## src/rtl/mlp_weight_loader.sv

```systemverilog
// Streams weight words into region-addressed {sel,u,v} writes; one-cycle in-to-out latency.
// Backpressure: s_ready drops whenever a held output beat is not being taken.
module mlp_weight_loader #(
  parameter int DATA_W = 32,
  parameter int SEL_W  = 4,
  parameter int U_W    = 8,
  parameter int V_W    = 8,
  parameter int N_REG  = 6
) (
  input  logic                      clk,
  input  logic                      rst,
  input  logic                      cfg_we,
  input  logic [SEL_W-1:0]          cfg_sel,
  input  logic [U_W:0]              cfg_u_cnt,
  input  logic [V_W:0]              cfg_v_cnt,
  input  logic                      burst_start,
  input  logic [SEL_W-1:0]          burst_sel,
  input  logic                      abort,
  input  logic                      s_valid,
  output logic                      s_ready,
  input  logic [DATA_W-1:0]         s_data,
  output logic                      m_valid,
  input  logic                      m_ready,
  output logic [DATA_W-1:0]         m_data,
  output logic [SEL_W+U_W+V_W-1:0]  m_addr,
  output logic                      m_last,
  output logic                      busy,
  output logic                      done,
  output logic                      err,
  output logic [U_W+V_W:0]          beat_cnt
);

  localparam int A_W = SEL_W + U_W + V_W;
  localparam int B_W = U_W + V_W + 1;
  localparam logic [SEL_W:0] NREG_L = (SEL_W+1)'(N_REG);

  typedef enum logic [1:0] {S_IDLE, S_RUN, S_DRAIN} state_t;

  state_t r_state, w_next;

  // Sized to the full select range so out-of-range entries read back as zero.
  logic [U_W:0]        r_du [2**SEL_W];
  logic [V_W:0]        r_dv [2**SEL_W];

  logic [SEL_W-1:0]    r_sel;
  logic [U_W-1:0]      r_u;
  logic [V_W-1:0]      r_v;
  logic [U_W:0]        r_ucnt;
  logic [V_W:0]        r_vcnt;
  logic [B_W-1:0]      r_beat;
  logic                r_m_valid;
  logic                r_m_last;
  logic [DATA_W-1:0]   r_m_data;
  logic [A_W-1:0]      r_m_addr;
  logic                r_done;
  logic                r_err;

  logic                w_idle;
  logic                w_sel_ok;
  logic                w_cfg_ok;
  logic [U_W:0]        w_du;
  logic [V_W:0]        w_dv;
  logic                w_start_ok;
  logic                w_s_hs;
  logic                w_m_hs;
  logic                w_v_end;
  logic                w_u_end;
  logic                w_last_in;
  logic                w_abort;

  assign w_idle     = (r_state == S_IDLE);
  assign w_sel_ok   = ({1'b0, burst_sel} < NREG_L);
  assign w_cfg_ok   = cfg_we && w_idle && ({1'b0, cfg_sel} < NREG_L);
  assign w_du       = r_du[burst_sel];
  assign w_dv       = r_dv[burst_sel];
  assign w_start_ok = burst_start && w_idle && w_sel_ok && (w_du != '0) && (w_dv != '0);
  assign w_abort    = abort && !w_idle;

  assign s_ready    = (r_state == S_RUN) && (!r_m_valid || m_ready);
  assign w_s_hs     = s_valid && s_ready;
  assign w_m_hs     = r_m_valid && m_ready;
  assign w_v_end    = ({1'b0, r_v} == (r_vcnt - 1'b1));
  assign w_u_end    = ({1'b0, r_u} == (r_ucnt - 1'b1));
  assign w_last_in  = w_u_end && w_v_end;

  always_ff @(posedge clk or posedge rst) begin
    if (rst) begin
      r_state <= S_IDLE;
    end else begin
      r_state <= w_next;
    end
  end

  always_comb begin
    w_next = r_state;
    case (r_state)
      S_IDLE:  if (w_start_ok) w_next = S_RUN;
      S_RUN: begin
        if (abort)                      w_next = S_IDLE;
        else if (w_s_hs && w_last_in)   w_next = S_DRAIN;
      end
      S_DRAIN: begin
        if (abort)                      w_next = S_IDLE;
        else if (w_m_hs && r_m_last)    w_next = S_IDLE;
      end
      default: w_next = S_IDLE;
    endcase
  end

  always_ff @(posedge clk or posedge rst) begin
    if (rst) begin
      for (int i = 0; i < 2**SEL_W; i++) begin
        r_du[i] <= '0;
        r_dv[i] <= '0;
      end
    end else if (w_cfg_ok) begin
      r_du[cfg_sel] <= cfg_u_cnt;
      r_dv[cfg_sel] <= cfg_v_cnt;
    end
  end

  always_ff @(posedge clk or posedge rst) begin
    if (rst) begin
      r_sel     <= '0;
      r_u       <= '0;
      r_v       <= '0;
      r_ucnt    <= '0;
      r_vcnt    <= '0;
      r_beat    <= '0;
      r_m_valid <= 1'b0;
      r_m_last  <= 1'b0;
      r_m_data  <= '0;
      r_m_addr  <= '0;
      r_done    <= 1'b0;
      r_err     <= 1'b0;
    end else begin
      r_err  <= burst_start && w_idle && !w_start_ok;
      r_done <= (r_state == S_DRAIN) && !abort && w_m_hs && r_m_last;
      if (w_start_ok) begin
        r_sel  <= burst_sel;
        r_u    <= '0;
        r_v    <= '0;
        r_beat <= '0;
        r_ucnt <= w_du;
        r_vcnt <= w_dv;
      end
      // Abort wins over any handshake seen in the same cycle.
      if (w_abort) begin
        r_m_valid <= 1'b0;
        r_m_last  <= 1'b0;
      end else if (w_s_hs) begin
        r_m_valid <= 1'b1;
        r_m_data  <= s_data;
        r_m_addr  <= {r_sel, r_u, r_v};
        r_m_last  <= w_last_in;
        r_beat    <= r_beat + 1'b1;
        if (w_v_end) begin
          r_v <= '0;
          r_u <= r_u + 1'b1;
        end else begin
          r_v <= r_v + 1'b1;
        end
      end else if (w_m_hs) begin
        r_m_valid <= 1'b0;
        r_m_last  <= 1'b0;
      end
    end
  end

  assign m_valid  = r_m_valid;
  assign m_data   = r_m_data;
  assign m_addr   = r_m_addr;
  assign m_last   = r_m_last;
  assign busy     = !w_idle;
  assign done     = r_done;
  assign err      = r_err;
  assign beat_cnt = r_beat;

endmodule

```

## config.mk

```make
export PLATFORM = sky130hd
export DESIGN_NAME = mlp_weight_loader
export DESIGN_NICKNAME = d
export VERILOG_FILES = /design/src/rtl/mlp_weight_loader.sv
export SDC_FILE = /design/constraint.sdc
export NUM_CORES = 1
export LEC_CHECK = 0
export CORE_ASPECT_RATIO = 0.75
export CORE_MARGIN = 2
export CORE_UTILIZATION = 58
export DETAILED_ROUTE_END_ITERATION = 10
export PLACE_DENSITY = 0.8
export SYNTH_ARGS = -nofsm -noshare
export SYNTH_HDL_FRONTEND = slang
export SYNTH_SLANG_ARGS = --single-unit
```

## constraint.sdc

```tcl
create_clock -name clk -period 15.9 [get_ports clk]
set_input_delay 3.18 -clock clk [delete_from_list [all_inputs] [get_ports clk]]
set_output_delay 3.18 -clock clk [all_outputs]
set_load 0.01 [all_outputs]
```

==> impl_metrics.tcl, run 1 <==
set metrics [dict create \
    wl_per_cell_um 20.8 \
    critical_path.max_stage_delay_ns 0.60 \
    syn_avg_cell_area_um2 12.4 \
    fin_area_mm2 0.0193 \
    syn_inst 1357 \
    clock_latency_ns 0.55 \
    slew_headroom_pct 25.7 \
    timing_worst_slew_pin_value_ns 1.11 \
    antenna_found_initial 0 \
    critPathMaxFanout 3 \
    hpwl_mm 22.7 \
    areaGrowthSynthToFinish_pct 14.5 \
    ys_ff_latch 401 \
    holdWs_ns 0.372 \
    drc 0 \
    cp.arrival_ns 4.68 \
    grt_pass1_wl_mm 58.0 \
    num_rows 53 \
    cts_resized 0 \
    synth_ff_type "dfrtp_1" \
    final_common_cell "dfrtp_1" \
    initial_core_util_pct 59.5 \
    path_clk_slew_ns 0.06 \
    period_share_pct 49.4 \
    final_hold_viol_count 0 \
    cts_buffers 39 \
    mostFrequentLayoutCells "dfrtp_1, nand2_1, clkdlybuf4s50_1" \
    power_mw 2.82 \
    critPathLaunchType "input port" \
    die_w_um 201 \
    drt_iter0_drc 809 \
    cts.path.max_buffers 3 \
    cpMostUsedCell "clkdlybuf4s50_1" \
    setup_violations 0 \
    ys_seq_area_share_pct 59.7 \
    design.core.area_mm2 0.0282 \
    drv_slew 0 \
    rsz0062_at_grt "no" \
    drive_gt1_share_pct 20.0 \
    syn_nets 1427 \
    yosysUniqueCellTypes 56 \
    root_buffer "clkbuf_16" \
    p_per_area_mw_per_mm2 146 \
    synth-edff-count 0 \
    leakage_nw 8.89 \
    worstPathCellList "clkdlybuf4s50_1 -> nand2b_1 -> nor3b_1 -> clkdlybuf4s50_1" \
    cp_slowest_cell "clkdlybuf4s50_1" \
    cp-end-kind "primary output" \
    portBuffers 139 \
    via_per_inst 5.82 \
    grt_start_max_net_pins 195 \
    drtPass1Iterations 4 \
    io_pins 140 \
    fmax_mhz 127 \
    ant_nets 0 \
    fin_setup_tns_ns 0 \
    finalCriticalPeriod_ns 7.86 \
    ys_warn_count 0 \
    hold_class "reg -> reg" \
    crit_type "in -> out" \
    placed_area_mm2 0.0179 \
    die-area_mm2 0.0304 \
    overflow 0 \
    vias 10000 \
    synth_area_mm2 0.0168 \
    cts_tree "yes" \
    nets 1375 \
    wl_mm 35.8 \
    die_h_um 151 \
    synthArstFlopShare_pct 100 \
    num_antenna_cells 0 \
    cts.sinks 401 \
    post-cts-setup-buffer-count 0 \
    gp_congestion 0.782 \
    cap_violations 0 \
    groute.usage.overall_pct 24.4 \
    finClkSkew_ns 0.0189 \
    required_ns 12.72 \
    worst_ir_drop_vdd_v 0.000120 \
    ctsHoldBuffers 0 \
    cts-htree-levels 2 \
    status "complete, no violations" \
    first_global_vias 10400 \
]
critical path: cells and delay by family:
| kind | cells | cell delay (ns) |
|---|---|---|
| buffers and inverters | 2 | 1.09 |
| and+or+nand+nor | 2 | 0.41 |
per-layer routing:
layer	part of all wire (%)	track usage, %
met1	47	36.9
met2	46	37.0
met3	4.9	4.04
met4	2.1	6.96
met5	0	0
metrics by stage:
step                utilization (%)  setup slack, ns  cells
finish                         68.2             8.04   1718
global route                   68.2             7.68   1718
CTS                            68.2             8.05   1718
detailed placement             63.2             7.59   1649
global placement               63.2             7.81   1649
floorplan                         -             1.57   1357
power by group:
| part | internal (mW) | switching, mW |
|---|---|---|
| logic | 0.288 | 0.245 |
| registers | 1.17 | 0.104 |
| clock network | 0.622 | 0.391 |
| total | 2.08 | 0.740 |
registers in the layout (all words and copies together) (netlist names):
signal and count:
beat_cnt 17, done 1, err 1, m_addr 20, m_data 32, m_last 1, m_valid 1, r_du 144
r_dv 144, r_sel 4, r_state 2, r_u 8, r_ucnt 9, r_v 8, r_vcnt 9
cell type report:
cell class | count | area, um2
inverter | 12 | 52.6
clock buffer | 56 | 1120
sequential | 401 | 10000
clock inverter | 13 | 290
timing repair buffer | 154 | 1510
tap | 385 | 482
fill | 1940 | 8980
multi-input combinational | 697 | 5780
cells by family (layout without fill, tap and decap cells):
family,after synthesis,after routing,share of synthesized area (%)
buf+inv,259,235,6.08
mux,206,206,17.7
flops,401,401,59.7
fa+ha+maj,5,5,0.372
simple gates,341,341,9.43
compound gates,126,126,5.77
xor+xnor,19,19,0.989
cell usage after synthesis (4+ instances only):
cell | n | share of area (%)
dfrtp_1 | 401 | 60
clkbuf_1 | 215 | 4.8
nand2_1 | 194 | 4.3
mux2_2 | 110 | 7.4
mux4_2 | 62 | 8.3
mux2i_1 | 32 | 1.9
nor2_1 | 24 | 0.54
nand3_1 | 23 | 0.68
o21ai_0 | 21 | 0.62
a22o_1 | 20 | 1.0
a221oi_1 | 17 | 0.89
nor3_1 | 16 | 0.48
buf_1 | 15 | 0.33
a22oi_1 | 14 | 0.62
xnor2_1 | 14 | 0.73
a311o_1 | 12 | 0.71
inv_1 | 12 | 0.27
and3_1 | 11 | 0.41
a21oi_1 | 10 | 0.30
nor2b_1 | 10 | 0.37
nand4_1 | 9 | 0.33
or3_1 | 9 | 0.33
buf_2 | 8 | 0.24
and2_1 | 7 | 0.26
buf_4 | 7 | 0.31
nand2b_1 | 7 | 0.26
a31o_2 | 6 | 0.31
or2_2 | 6 | 0.22
ha_1 | 5 | 0.37
nor3b_1 | 5 | 0.22
nor4_1 | 5 | 0.19
xor2_1 | 5 | 0.26
a21boi_1 | 4 | 0.18
nand3b_1 | 4 | 0.18
o311ai_0 | 4 | 0.21
o31ai_1 | 4 | 0.18
worst paths after layout:
path	cells past startpoint	to	slack, ns	from
worst max register to register	8	r_sel[0]	11.87	r_dv[87]
worst min-delay path	0	r_dv[86]	0.37	r_dv[86]
worst max-delay path	4	s_ready	8.04	m_ready
max in group asynchronous	3	r_du[34]	11.16	rst
min in group asynchronous	2	r_dv[24]	3.22	rst
worst min register to register	0	r_dv[86]	0.37	r_dv[86]
Power figures use the tool's default switching activity.
==> run 2: changes to the inputs <==
--- a/config.mk
+++ b/config.mk
@@ -7,9 +7,9 @@
 export LEC_CHECK = 0
 export CORE_ASPECT_RATIO = 0.75
 export CORE_MARGIN = 2
-export CORE_UTILIZATION = 58
+export CORE_UTILIZATION = 52
 export DETAILED_ROUTE_END_ITERATION = 10
-export PLACE_DENSITY = 0.8
+export PLACE_DENSITY = 0.76
 export SYNTH_ARGS = -nofsm -noshare
 export SYNTH_HDL_FRONTEND = slang
 export SYNTH_SLANG_ARGS = --single-unit
==> constraint.sdc (replaced) <==
create_clock -name clk -period 6.45 [get_ports clk]
set_input_delay 1.29 -clock clk [delete_from_list [all_inputs] [get_ports clk]]
set_output_delay 1.29 -clock clk [all_outputs]
set_load 0.01 [all_outputs]
==> run 2 against run 1 <==
Clock power is 120% higher. Die area up 11%. Combinational power up 150%. Global-route usage down 2.6 points. First-iteration DRC count shrank 0.49%. Highest routed layer unchanged. Register-to-register slack worse by 9.0 ns. Sequential power rose by 150%. Wire length down 2.1%. Non-clock buffer count increased by 7. Via count shrank 0.70%. Total power grew 140%. Final area is 0.12% lower.
==> impl_metrics.tcl, run 2 (synthesis results as in run 1) <==
set metrics [dict create \
    clkPwrFrac_pct 33.6 \
    final_common_cell "dfrtp_1" \
    drt_iter0_drc 805 \
    timing_worst_slew_pin_value_ns 1.18 \
    n_fill_cell 2436 \
    num_antenna_cells 0 \
    via_per_inst 5.66 \
    power_mw 6.71 \
    critPathLaunchType "input port" \
    rsz0062_at_grt "no" \
    setup_violations 0 \
    ant_nets 0 \
    grt_pass1_wl_mm 57.9 \
    slew_headroom_pct 20.2 \
    drtPass1Iterations 5 \
    hold_class "reg -> reg" \
    mostFrequentLayoutCells "dfrtp_1, nand2_1, clkdlybuf4s50_1" \
    clock_latency_ns 0.53 \
    hpwl_mm 23.8 \
    critPathMaxFanout 21 \
    io_pins 140 \
    multi_input_area_mm2 0.00579 \
    groute.usage.overall_pct 21.8 \
    portBuffers 139 \
    cts.sinks 401 \
    design.core.area_mm2 0.0321 \
    combPwrFrac_pct 19.7 \
    fin_area_mm2 0.0192 \
    path_clk_slew_ns 0.06 \
    crit_type "in -> reg" \
    placed_area_mm2 0.0180 \
    pwr-share-seq_pct 46.7 \
    cts_tree "yes" \
    worstPathCellList "clkdlybuf4s50_1 -> buf_4 -> nor2b_1 -> a221oi_1 -> o21ai_0 -> nand4_1 -> nor4_2 -> or3_1 -> buf_4 -> a311o_1" \
    antenna_found_initial 0 \
    ctsHoldBuffers 0 \
    drv_slew 0 \
    cts-htree-levels 2 \
    drc 0 \
    worst_slack_ns 1.03 \
    worst_ir_drop_vdd_v 0.000233 \
    cp.arrival_ns 5.88 \
    cts.path.max_buffers 3 \
    wl_per_cell_um 19.9 \
    cp-end-kind "register" \
    cts_resized 0 \
    drive_gt1_share_pct 21.0 \
    first_global_vias 10400 \
    p_per_area_mw_per_mm2 348 \
    switching_power_mw 1.82 \
    finalCriticalPeriod_ns 5.42 \
    post-cts-setup-buffer-count 0 \
    finClkSkew_ns 0.0183 \
    period_share_pct 84.0 \
    p_int_mw 4.89 \
    seq_area_mm2 0.0100 \
    gp_congestion 0.835 \
    wl_mm 35.0 \
    initial_core_util_pct 52.4 \
    leakage_nw 8.85 \
    cp_slowest_cell "clkdlybuf4s50_1" \
    pre_cts_slack_ns 0.624 \
    cpMostUsedCell "buf_4" \
    die_w_um 212 \
    die-area_mm2 0.0338 \
    holdWs_ns 0.370 \
    fin_util_pct 60.0 \
    final_hold_viol_count 0 \
    nets 1383 \
    die_h_um 160 \
    status "complete, no violations" \
    areaGrowthSynthToFinish_pct 14.4 \
    overflow 0 \
    vias 9935 \
    grt_start_max_net_pins 143 \
    root_buffer "clkbuf_16" \
    num_rows 57 \
    critical_path.max_stage_delay_ns 0.92 \
    swShare_pct 27.1 \
    required_ns 6.91 \
    cap_violations 0 \
    cts_buffers 40 \
    fmax_mhz 185 \
]
[run 2: cell types whose count changed in the layout (fill, tap and decap cells not counted), sizes merged]
cell,previous run,this run
buf,17,24
clkinv,4,10
clkinvlp,1,9
bufinv,8,2
clkbuf,56,51
[run 2: layout make-up]
type,instances,share of cell area [%]
sequential,401,52.1
clock inverter,21,1.01
inverter,12,0.254
multi-input combinational,697,30.1
timing repair buffer,161,8.18
clock buffer,51,5.68
tap,413,2.68
[run 2: per-stage QoR]
stage | TNS [ns] | instances
2_1_floorplan | -96.14 | 1357
3_5_place_dp | 0 | 1684
3_3_place_gp | 0 | 1684
5_1_grt | 0 | 1756
6_report | 0 | 1756
4_1_cts | 0 | 1756
[run 2: metal layers]
layer / GRT usage [%] / wire length (um) / vias to the layer above
li1: - / - / 4541
met1: 33.0 / 16400 / 5114
met2: 33.2 / 16400 / 227
met3: 3.46 / 1470 / 53
met4: 5.79 / 696 / 0
met5: 0 / 0 / -
[run 2: path summary, 6_finish.rpt]
check                      cells after the start  slack (ns)    startpoint           end
max                                           10        1.03  burst_sel[1]  beat_cnt[14]
min                                            0        0.37       r_dv[2]       r_dv[2]
max reg2reg                                    8        2.83      r_dv[77]  beat_cnt[14]
min reg2reg                                    0        0.37       r_dv[2]       r_dv[2]
max in group asynchronous                      4        3.69           rst        r_v[0]
min in group asynchronous                      2        1.16           rst       r_dv[9]
[run 2: power by group through the flow]
stage,Combinational [mW],Clock [mW],Sequential [mW]
final,1.32,2.25,3.13
after floorplan,0.764,0,3.17
after CTS,1.34,2.31,3.13
after global routing,1.44,2.41,3.18
after global placement,1.28,0,3.15
after detailed placement,1.33,0,3.17
[run 2: worst max-delay path: cells and delay by family]
kind | cells | cell delay [ns]
simple gates | 4 | 2.05
compound gates | 3 | 0.77
buf+inv | 3 | 1.74
